$ cat src/rtl/muldiv_pkg.sv
// muldiv_pkg: shared funct codes, ALUOp and FSM state for the mul/div unit
package muldiv_pkg;
  localparam logic [1:0] ALUOP_RTYPE = 2'b10;
  localparam logic [5:0] FN_MULT  = 6'b011000;
  localparam logic [5:0] FN_MULTU = 6'b011001;
  localparam logic [5:0] FN_DIV   = 6'b011010;
  localparam logic [5:0] FN_DIVU  = 6'b011011;
  localparam logic [5:0] FN_MTHI  = 6'b010001;
  localparam logic [5:0] FN_MTLO  = 6'b010011;
  localparam logic [5:0] FN_MFHI  = 6'b010000;
  localparam logic [5:0] FN_MFLO  = 6'b010010;
  typedef enum logic [1:0] {IDLE, CALC, FIX} state_t;
endpackage

$ cat src/rtl/muldiv_datapath.sv
// muldiv_datapath: shift-add multiply / restoring divide accumulator with sign fix-up
module muldiv_datapath #(
  parameter int WIDTH = 32
) (
  input  logic             clk,
  input  logic             load,
  input  logic             step,
  input  logic             fix,
  input  logic             is_div,
  input  logic             neg_q,
  input  logic             neg_r,
  input  logic             a_neg,
  input  logic             b_neg,
  input  logic [WIDTH-1:0] a,
  input  logic [WIDTH-1:0] b,
  output logic [WIDTH-1:0] res_hi,
  output logic [WIDTH-1:0] res_lo
);
  logic [WIDTH-1:0] acc_hi, acc_lo, opnd, a_mag, b_mag, diff, prod_hi_neg;
  logic [WIDTH:0] sum, rem_sh;
  logic div_r, nq_r, nr_r, ge;
  assign a_mag = a_neg ? -a : a;
  assign b_mag = b_neg ? -b : b;
  assign sum = {1'b0, acc_hi} + (acc_lo[0] ? {1'b0, opnd} : '0);
  assign rem_sh = {acc_hi, acc_lo[WIDTH-1]};
  // Compare on the full WIDTH+1 value so a zero divisor still yields all-ones quotient
  assign ge = rem_sh >= {1'b0, opnd};
  assign diff = rem_sh[WIDTH-1:0] - opnd;
  assign prod_hi_neg = ~acc_hi + WIDTH'(acc_lo == '0);
  assign res_lo = (fix && nq_r) ? -acc_lo : acc_lo;
  assign res_hi = !fix ? acc_hi :
                  div_r ? (nr_r ? -acc_hi : acc_hi) :
                  (nq_r ? prod_hi_neg : acc_hi);
  always_ff @(posedge clk) begin
    if (load) begin
      acc_hi <= '0;
      acc_lo <= is_div ? a_mag : b_mag;
      opnd <= is_div ? b_mag : a_mag;
      div_r <= is_div;
      nq_r <= neg_q;
      nr_r <= neg_r;
    end else if (step) begin
      if (div_r) begin
        acc_hi <= ge ? diff : rem_sh[WIDTH-1:0];
        acc_lo <= {acc_lo[WIDTH-2:0], ge};
      end else begin
        {acc_hi, acc_lo} <= {sum, acc_lo[WIDTH-1:1]};
      end
    end
  end
endmodule

$ cat src/rtl/muldiv_sequencer.sv
// muldiv_sequencer: decode, control FSM and HI/LO registers of the iterative mul/div unit
module muldiv_sequencer
  import muldiv_pkg::*;
#(
  parameter int WIDTH = 32
) (
  input  logic             clk,
  input  logic             reset,
  input  logic [1:0]       alu_op,
  input  logic [5:0]       funct,
  input  logic             ex_valid,
  input  logic             abort,
  input  logic [WIDTH-1:0] rs_val,
  input  logic [WIDTH-1:0] rt_val,
  output logic             busy,
  output logic             done,
  output logic [WIDTH-1:0] hi,
  output logic [WIDTH-1:0] lo
);
  localparam int CW = $clog2(WIDTH);
  state_t state, state_nx;
  logic [CW-1:0] cnt;
  logic [WIDTH-1:0] res_hi, res_lo;
  logic dec, start, load, step, fix, is_div_op, sgn, a_neg, b_neg, neg_q, neg_r, wr_hi, wr_lo;
  assign dec = ex_valid && alu_op == ALUOP_RTYPE && !abort && state == IDLE;
  assign is_div_op = funct == FN_DIV || funct == FN_DIVU;
  assign sgn = funct == FN_MULT || funct == FN_DIV;
  assign start = dec && (funct == FN_MULT || funct == FN_MULTU || is_div_op);
  assign a_neg = sgn && rs_val[WIDTH-1];
  assign b_neg = sgn && rt_val[WIDTH-1];
  // A zero divisor keeps the raw all-ones quotient; the remainder sign fix restores rs_val
  assign neg_q = (a_neg ^ b_neg) && !(is_div_op && rt_val == '0);
  assign neg_r = is_div_op && a_neg;
  assign load = start;
  assign step = state == CALC && !abort;
  assign fix = state == FIX && !abort;
  assign wr_hi = fix || (dec && funct == FN_MTHI);
  assign wr_lo = fix || (dec && funct == FN_MTLO);
  always_comb begin
    state_nx = state;
    state_nx = (state != IDLE && abort) ? IDLE :
               state == IDLE ? (start ? CALC : IDLE) :
               state == CALC ? (cnt == CW'(WIDTH-1) ? FIX : CALC) : IDLE;
  end
  always_ff @(posedge clk) begin
    if (reset) begin
      state <= IDLE;
      cnt <= '0;
      busy <= 1'b0;
      done <= 1'b0;
      hi <= '0;
      lo <= '0;
    end else begin
      state <= state_nx;
      busy <= state_nx != IDLE;
      done <= fix;
      cnt <= load ? '0 : step ? cnt + 1'b1 : cnt;
      if (wr_hi) hi <= fix ? res_hi : rs_val;
      if (wr_lo) lo <= fix ? res_lo : rs_val;
    end
  end
  muldiv_datapath #(.WIDTH(WIDTH)) u_dp (
    .clk(clk),
    .load(load),
    .step(step),
    .fix(fix),
    .is_div(is_div_op),
    .neg_q(neg_q),
    .neg_r(neg_r),
    .a_neg(a_neg),
    .b_neg(b_neg),
    .a(rs_val),
    .b(rt_val),
    .res_hi(res_hi),
    .res_lo(res_lo)
  );
endmodule
$ cat config.mk
export PLATFORM = sky130hd
export DESIGN_NAME = muldiv_sequencer
export DESIGN_NICKNAME = d
export VERILOG_FILES = /design/src/rtl/muldiv_pkg.sv /design/src/rtl/muldiv_datapath.sv /design/src/rtl/muldiv_sequencer.sv
export SDC_FILE = /design/constraint.sdc
export NUM_CORES = 1
export LEC_CHECK = 0
export ABC_AREA = 1
export BUFFER_PORTS_ARGS = -buffer_cell sky130_fd_sc_hd__clkbuf_2
export CAP_MARGIN = 5
export CORE_UTILIZATION = 50
export CTS_CLUSTER_DIAMETER = 150
export DETAILED_ROUTE_END_ITERATION = 8
export PLACE_DENSITY_LB_ADDON = 0.1
export SLEW_MARGIN = 20
export SYNTH_ARGS = -nofsm -noshare
export SYNTH_HDL_FRONTEND = slang
export SYNTH_SLANG_ARGS = --single-unit
$ cat constraint.sdc
create_clock -name clk -period 3.7 [get_ports clk]
set_clock_uncertainty 0.2 [all_clocks]
set_input_delay 0.74 -clock clk [delete_from_list [all_inputs] [get_ports clk]]
set_output_delay 0.74 -clock clk [all_outputs]
set_load 0.02 [all_outputs]
==> impl_results.md, run 1 <==
* Vias at 20620
* Reg clk slew, reported paths at 0.07 ns
* NumNets Final at 3221
* Crit path cell chain: inv_1, ha_2, nand4_1, nor4_2, nand3_1, nor3_2, nand3_1, nor3_4, ha_2, ha_1, o21ai_1, a21oi_1, buf_4, o21ai_2, inv_1, o21ai_1, buf_4, nand2_1, xor2_1, o21ai_0
* WP data arrival at 3.57 ns
* Gr usage total at 42.11%
* Top Ports at 142
* Lkg Pwr at 9.663 nW
* Worst skew pair latency at 0.47 ns
* Syn. warnings at 0
* Routed Antenna Nets at 0
* Crit path launch type: register
* Die area at 0.03520 mm2
* First-pass GRT wire length at 111300 um
* Status: finished, final reports clean
* Instance count of the mapped netlist at 2921
* Initial DRC count at 2491
* PD cells at 335.7 mW/mm2
* RD Place Congestion at 1.076
* Std-Cell Rows at 67
* DPL Wire Length at 60700 um
* CTS tree: built
* # DRC at 0
* HP Class: register to register
* Final slew viol count at 0
* Distinct cells, synth at 50
* Post-placement cell area at 0.01878 mm2
* RSZ-0062 raised after global routing: yes
* CTS Buf Count at 17
* Share of post-route cells with drive strength above 1 at 10.54%
* Pin count of the biggest net entering global routing at 65
* Max Cap Violations at 0
* Vias per std cell at 5.836
* CORE AREA at 0.03370 mm2
* Critical path class: register to register
* Cell Area, Synth at 0.01723 mm2
* CP max FO at 5
* Final Cycle Share at 93.22%
* Sink Count at 172
* 1st-pass router iterations at 8
* Maximum vdd drop at 0.3489 mV
* CTS Root Cell: clkbuf_16
* Worst EP required at 3.82 ns
* Final min period at 3.449 ns
* Number of global-route vias before repair at 19080
* Starting Density at 51.12%
* Number of synthesized register bits at 172
* # H-tree levels at 4
* Port-buffer cells at 141
* Register area at 0.004114 mm2
* CP endpoint kind: register
* Synthesized netlist net count at 3071
* Most frequent cells in the layout: 956 x nand2_1, 393 x inv_1, 271 x nor2_1
* Hold Buf Count CTS at 0
* Die Y at 187.6 um
* Crit-path slowest cell: edfxtp_1
* R2r worst-path depth at 20
* Highest clock rate at 0.2899 GHz
* Hold path cells at 2
* Die X at 187.6 um
* Initial antenna violation count at 3
* Place WS at 0.1444 ns
* Syn Area/Cell at 5.897 um2
* WL per Instance at 21.33 um
* Worst slew margin at 33.65%
* Fin area at 0.01938 mm2
* Worst setup margin at 0.2509 ns
* Most common cell after layout, fill and taps aside: nand2_1
* Final Setup Violations at 0
* GRT overflow at 0
* Fillers at 3507
* CTS max path bufs at 2
* Area growth syn-to-layout at 12.52%
* Actual slew at the worst max-slew pin at 0.9942 ns
* Total Wirelength at 75380 um
* Sequential fraction of the synthesis area at 23.88%
* Hold Vio Cnt, Final at 0
* Multi-input logic area at 0.01121 mm2
* CP peak stage delay at 0.40 ns
## critical path, delay by kind of cell (launching register included)
| family | cells | cell delay [ns] |
|---|---|---|
| flip-flops | 1 | 0.40 |
| adder cells (fa/ha/maj) | 3 | 0.53 |
| XOR/XNOR | 1 | 0.14 |
| AO/OA/AOI/OAI | 5 | 0.44 |
| AND/OR/NAND/NOR | 7 | 1.10 |
| buffers and inverters | 4 | 0.50 |
## Yosys cell counts (all sizes together)
cell type	number	area (um2)
nor4	16	106.4
nand2	965	3657
edfxtp	67	2012
nor2	282	1106
a31oi	17	106.4
clkbuf	62	232.7
ha	72	900.9
o21bai	16	120.1
o211ai	19	142.6
nand4	46	287.8
o21a	13	97.59
or2	13	81.33
o221ai	1	8.760
a32oi	7	61.31
a21oi	150	773.3
a22o	1	8.760
buf	36	210.2
nor3b	3	22.52
fa	2	40.04
o31ai	5	37.54
mux2i	1	10.01
a211oi	3	22.52
a21boi	1	7.510
xnor2	16	140.1
xor2	89	779.5
dfxtp	105	2102
nand3	181	905.9
and2	1	6.260
nor3	44	246.5
a221oi	1	8.760
o21ai	255	1276
nand3b	20	150.1
and3	3	18.77
a21o	2	15.01
inv	405	1520
clkinv	1	3.750
## stage by stage
step | util (%) | setup TNS (ns) | instances | power, mW | hold WS [ns]
floorplan | - | 0 | 2921 | 3.697 | 0.2453
global placement | 55.72 | 0 | 3499 | 4.658 | 0.2517
detailed placement | 55.72 | 0 | 3499 | 4.670 | 0.2609
CTS | 57.32 | 0 | 3531 | 6.409 | 0.2723
global route | 57.50 | -0.05517 | 3532 | 6.768 | 0.2921
finish | 57.52 | 0 | 3534 | 6.507 | 0.2705
## final timing paths
kind,from,slack (ns),endpoint
hold / removal,cnt[4],0.27,cnt[4]
hold reg to reg,cnt[4],0.27,cnt[4]
setup / recovery,u_dp.acc_lo[1],0.25,hi[10]
setup reg to reg,u_dp.acc_lo[1],0.25,hi[10]
## cells by family after synthesis
logic type | share of synthesized area (%)
AO/OA/AOI/OAI | 15.59
XOR/XNOR | 5.338
AND/OR/NAND/NOR | 38.25
multiplexers | 0.05811
adder cells (fa/ha/maj) | 5.462
buffers and inverters | 11.42
flip-flops | 23.88
## flip-flops by register name, summed over array words and instances, names as in the netlist
register     flops
cnt              5
state            2
u_dp.nq_r        1
u_dp.acc_lo     32
u_dp.div_r       1
done             1
busy             1
lo              32
u_dp.opnd       32
hi              32
u_dp.nr_r        1
u_dp.acc_hi     32
## timing repair
action | CTS | global route
buffers inserted | 0 | 1
resized for setup | 0 | 18
setup endpoints to repair | 0 | 18
## area by class of cell
type / instances / share of cell area [%]
multi-input combinational: 2245 / 57.84
sequential: 172 / 21.22
inverter: 406 / 7.862
timing repair buffer: 229 / 7.372
tap: 448 / 2.892
clock buffer: 20 / 2.253
clock inverter: 12 / 0.5293
antenna: 2 / 0.02582
## layer usage
metal | up-vias | part of all wire, % | GRT usage (%)
met3 | 262 | 9.4 | 5.521
met1 | 9425 | 38 | 51.48
met2 | 1218 | 45 | 68.96
li1 | 9716 | - | -
met5 | - | 0.049 | 0
met4 | 2 | 7.8 | 28.77
## power by group
part | switching, mW | internal, mW
clock | 0.889 | 0.880
sequential | 0.130 | 2.05
combinational | 1.77 | 0.793
total | 2.79 | 3.72
Power figures use the tool's default switching activity.
==> inputs of run 2 (changes only) <==
- CELL_PAD_IN_SITES_DETAIL_PLACEMENT: default -> 1
- CELL_PAD_IN_SITES_GLOBAL_PLACEMENT: default -> 1
- CORE_UTILIZATION: 50 -> 43
- SETUP_SLACK_MARGIN: default -> 0.5
==> run 2 against run 1 <==
  * Power rose by 2.3%
  * Combinational power rose by 4%
  * Global-route usage fell by 1.1 points
  * Critical path depth fell by 2
  * Count of clock-buffer cells in the layout fell by 1
  * Core utilization fell by 7.1 points
  * Critical path type unchanged
==> impl_results.md, run 2 (synthesized netlist as in run 1, its figures left out) <==
* Status: finished, final reports clean (unchanged)
* Worst skew pair latency at 0.46 ns (was 0.47 ns)
* CP startpoint: u_dp.acc_lo[0] (was u_dp.acc_lo[1])
* CP endpoint kind: register (unchanged)
* NumNets Final at 3227 (was 3221)
* Reg clk slew, reported paths at 0.08 ns (was 0.07 ns)
* Clock network power share at 27.3% (was 27.2%)
* Lkg Pwr at 9.735 nW (was 9.663 nW)
* Sink Count at 172 (unchanged)
* R2r worst-path depth at 18 (was 20)
* Worst slew margin at 43.15% (was 33.65%)
* Combinational share of power at 39.8% (was 39.4%)
* Hold path endpoint: lo[2] (was cnt[4])
* Die area at 0.04087 mm2 (was 0.03520 mm2)
* Top Ports at 142 (unchanged)
* Routed Antenna Nets at 0 (unchanged)
* Pin count of the biggest net entering global routing at 65 (unchanged)
* Final min period at 3.354 ns (was 3.449 ns)
* GRT overflow at 0 (unchanged)
* Post-placement cell area at 0.01878 mm2 (about the same)
* Cell family with most CP delay: simple AND/OR/NAND/NOR gates (unchanged)
* Crit path cell chain: inv_2, ha_4, nand4_1, nor4_2, nand3_1, nor3_1, nand3_1, nor3_2, ha_2, buf_4, nand2_2, a21oi_2, o21ai_2, a21oi_2, o21ai_1, o21ai_1, xor2_1, o21ai_1 (was inv_1, ha_2, nand4_1, nor4_2, nand3_1, nor3_2, nand3_1, nor3_4, ha_2, ha_1, o21ai_1, a21oi_1, buf_4, o21ai_2, inv_1, o21ai_1, buf_4, nand2_1, xor2_1, o21ai_0)
* Total chip power at 6.659 mW (was 6.507 mW)
* Die X at 202.2 um (was 187.6 um)
* Reg-to-reg setup timing slack at 0.35 ns (was 0.25 ns)
* Gr usage total at 41.05% (was 42.11%)
* Hold Path Origin: lo[2] (was cnt[4])
* CTS Root Cell: clkbuf_16 (unchanged)
* Initial DRC count at 1789 (was 2491)
* Fin area at 0.01973 mm2 (was 0.01938 mm2)
* Share of post-route cells with drive strength above 1 at 12.04% (was 10.54%)
* Final slew viol count at 0 (unchanged)
* CTS Buf Count at 17 (unchanged)
* Starting Density at 44.06% (was 51.12%)
* Switching pwr at 2.882 mW (was 2.788 mW)
* Initial antenna violation count at 4 (was 3)
* Crit-path slowest cell: edfxtp_1 (unchanged)
* Total Wirelength at 84670 um (was 75380 um)
* Final Util at 50.46% (was 57.52%)
* Reg-to-reg startpoint: u_dp.acc_lo[0] (was u_dp.acc_lo[1])
* Critical path class: register to register (unchanged)
* 1st-pass router iterations at 5 (was 8)
* Hold path cells at 2 (unchanged)
* CP max FO at 2 (was 5)
* Most common cell after layout, fill and taps aside: nand2_1 (unchanged)
* Port-buffer cells at 141 (unchanged)
* Reg-to-Reg End: hi[29] (was hi[10])
* CTS tree: built (unchanged)
* Highest clock rate at 0.2981 GHz (was 0.2899 GHz)
* CTS max path bufs at 2 (unchanged)
* CP peak stage delay at 0.44 ns (was 0.40 ns)
* Number of global-route vias before repair at 21470 (was 19080)
* First-pass GRT wire length at 126200 um (was 111300 um)
* Vias per std cell at 5.835 (was 5.836)
* Actual slew at the worst max-slew pin at 0.8515 ns (was 0.9942 ns)
* Buf+Inv Stages, Crit Path at 2 (was 4)
* HP Class: register to register (unchanged)
* CORE AREA at 0.03910 mm2 (was 0.03370 mm2)
* Final Setup Violations at 0 (unchanged)
* Most frequent cells in the layout: 947 x nand2_1, 393 x inv_1, 267 x nor2_1 (was 956 x nand2_1, 393 x inv_1, 271 x nor2_1)
* DPL Wire Length at 68280 um (was 60700 um)
* Switch share at 43.28% (was 42.85%)
* Crit-path most repeated cell: o21ai_1
* Final Cycle Share at 90.66% (was 93.22%)
* # DRC at 0 (unchanged)
* Max Cap Violations at 0 (unchanged)
* PD cells at 337.5 mW/mm2 (was 335.7 mW/mm2)
* RD Place Congestion at 1.055 (was 1.076)
* Post-route setup TNS at 0 ns (unchanged)
* # H-tree levels at 4 (unchanged)
* Hold Vio Cnt, Final at 0 (unchanged)
* WP data arrival at 3.49 ns (was 3.57 ns)
* Vias at 21060 (was 20620)
* WL per Instance at 23.46 um (was 21.33 um)
* Std-Cell Rows at 72 (was 67)
* Worst EP required at 3.83 ns (was 3.82 ns)
* Maximum vdd drop at 0.3810 mV (was 0.3489 mV)
* Die Y at 202.2 um (was 187.6 um)
* Sequential power share at 32.9% (was 33.4%)
* Area growth syn-to-layout at 14.53% (was 12.52%)
* Internal power at 3.777 mW (was 3.718 mW)
* RSZ-0062 raised after global routing: yes (unchanged)
* Crit path launch type: register (unchanged)
[run 2: final cells by class]
| cell class | count | area [um2] |
|---|---|---|
| diodes | 1 | 2.502 |
| clock buffers | 19 | 432.9 |
| clock inverters | 13 | 115.1 |
| fillers | 5552 | 19370 |
| inverters | 406 | 1524 |
| multi-input cells | 2245 | 11420 |
| flip-flops and latches | 172 | 4114 |
| well taps | 518 | 648.1 |
| repair buffers | 235 | 1478 |
[run 2: through the flow]
step / std cells / setup WS, ns / hold WS (ns)
after global routing: 3608 / 0.1945 / 0.2847
final: 3609 / 0.3457 / 0.2660
after floorplan: 2921 / 0.5486 / 0.2453
after global placement: 3559 / 0.1123 / 0.2530
after CTS: 3597 / 0.2400 / 0.2654
after detailed placement: 3559 / 0.02706 / 0.2544
[run 2: worst max-delay path by stage]
| stage | to | cells past startpoint |
|---|---|---|
| 2_1_floorplan | hi[22] | 19 |
| 3_3_place_gp | hi[16] | 17 |
| 3_5_place_dp | hi[26] | 19 |
| 4_1_cts | hi[29] | 18 |
| 5_1_grt | hi[14] | 18 |
| 6_report | hi[29] | 18 |
[run 2: timing repair]
item,in CTS,in global routing
pin swaps,23,17
hold buffers,0,0
endpoints found under the hold margin,0,0
buffers inserted,6,11
endpoints found under the setup margin,33,59
resized for setup,61,29
[run 2: worst reg2reg max path: cells and delay by family (launching register included)]
family / cells / cell delay, ns
AO/OA/AOI/OAI: 6 / 0.80
XOR/XNOR: 1 / 0.16
adder cells (fa/ha/maj): 2 / 0.38
buffers and inverters: 2 / 0.24
flip-flops: 1 / 0.44
AND/OR/NAND/NOR: 7 / 1.01
[run 2: power by group through the flow]
stage	Clock (mW)	Combinational, mW	Sequential [mW]
finish	1.82	2.65	2.19
global route	1.89	2.85	2.19
CTS	1.81	2.54	2.19
detailed placement	0	2.51	2.23
global placement	0	2.45	2.23
floorplan	0	1.50	2.20
[run 2: metal layers]
layer / track usage [%] / up-vias / wire length [um]
li1: - / 9743 / -
met1: 49.63 / 10210 / 33760
met2: 69.07 / 845 / 39850
met3: 4.224 / 258 / 4985
met4: 27.34 / 0 / 6078
met5: 0 / - / 0
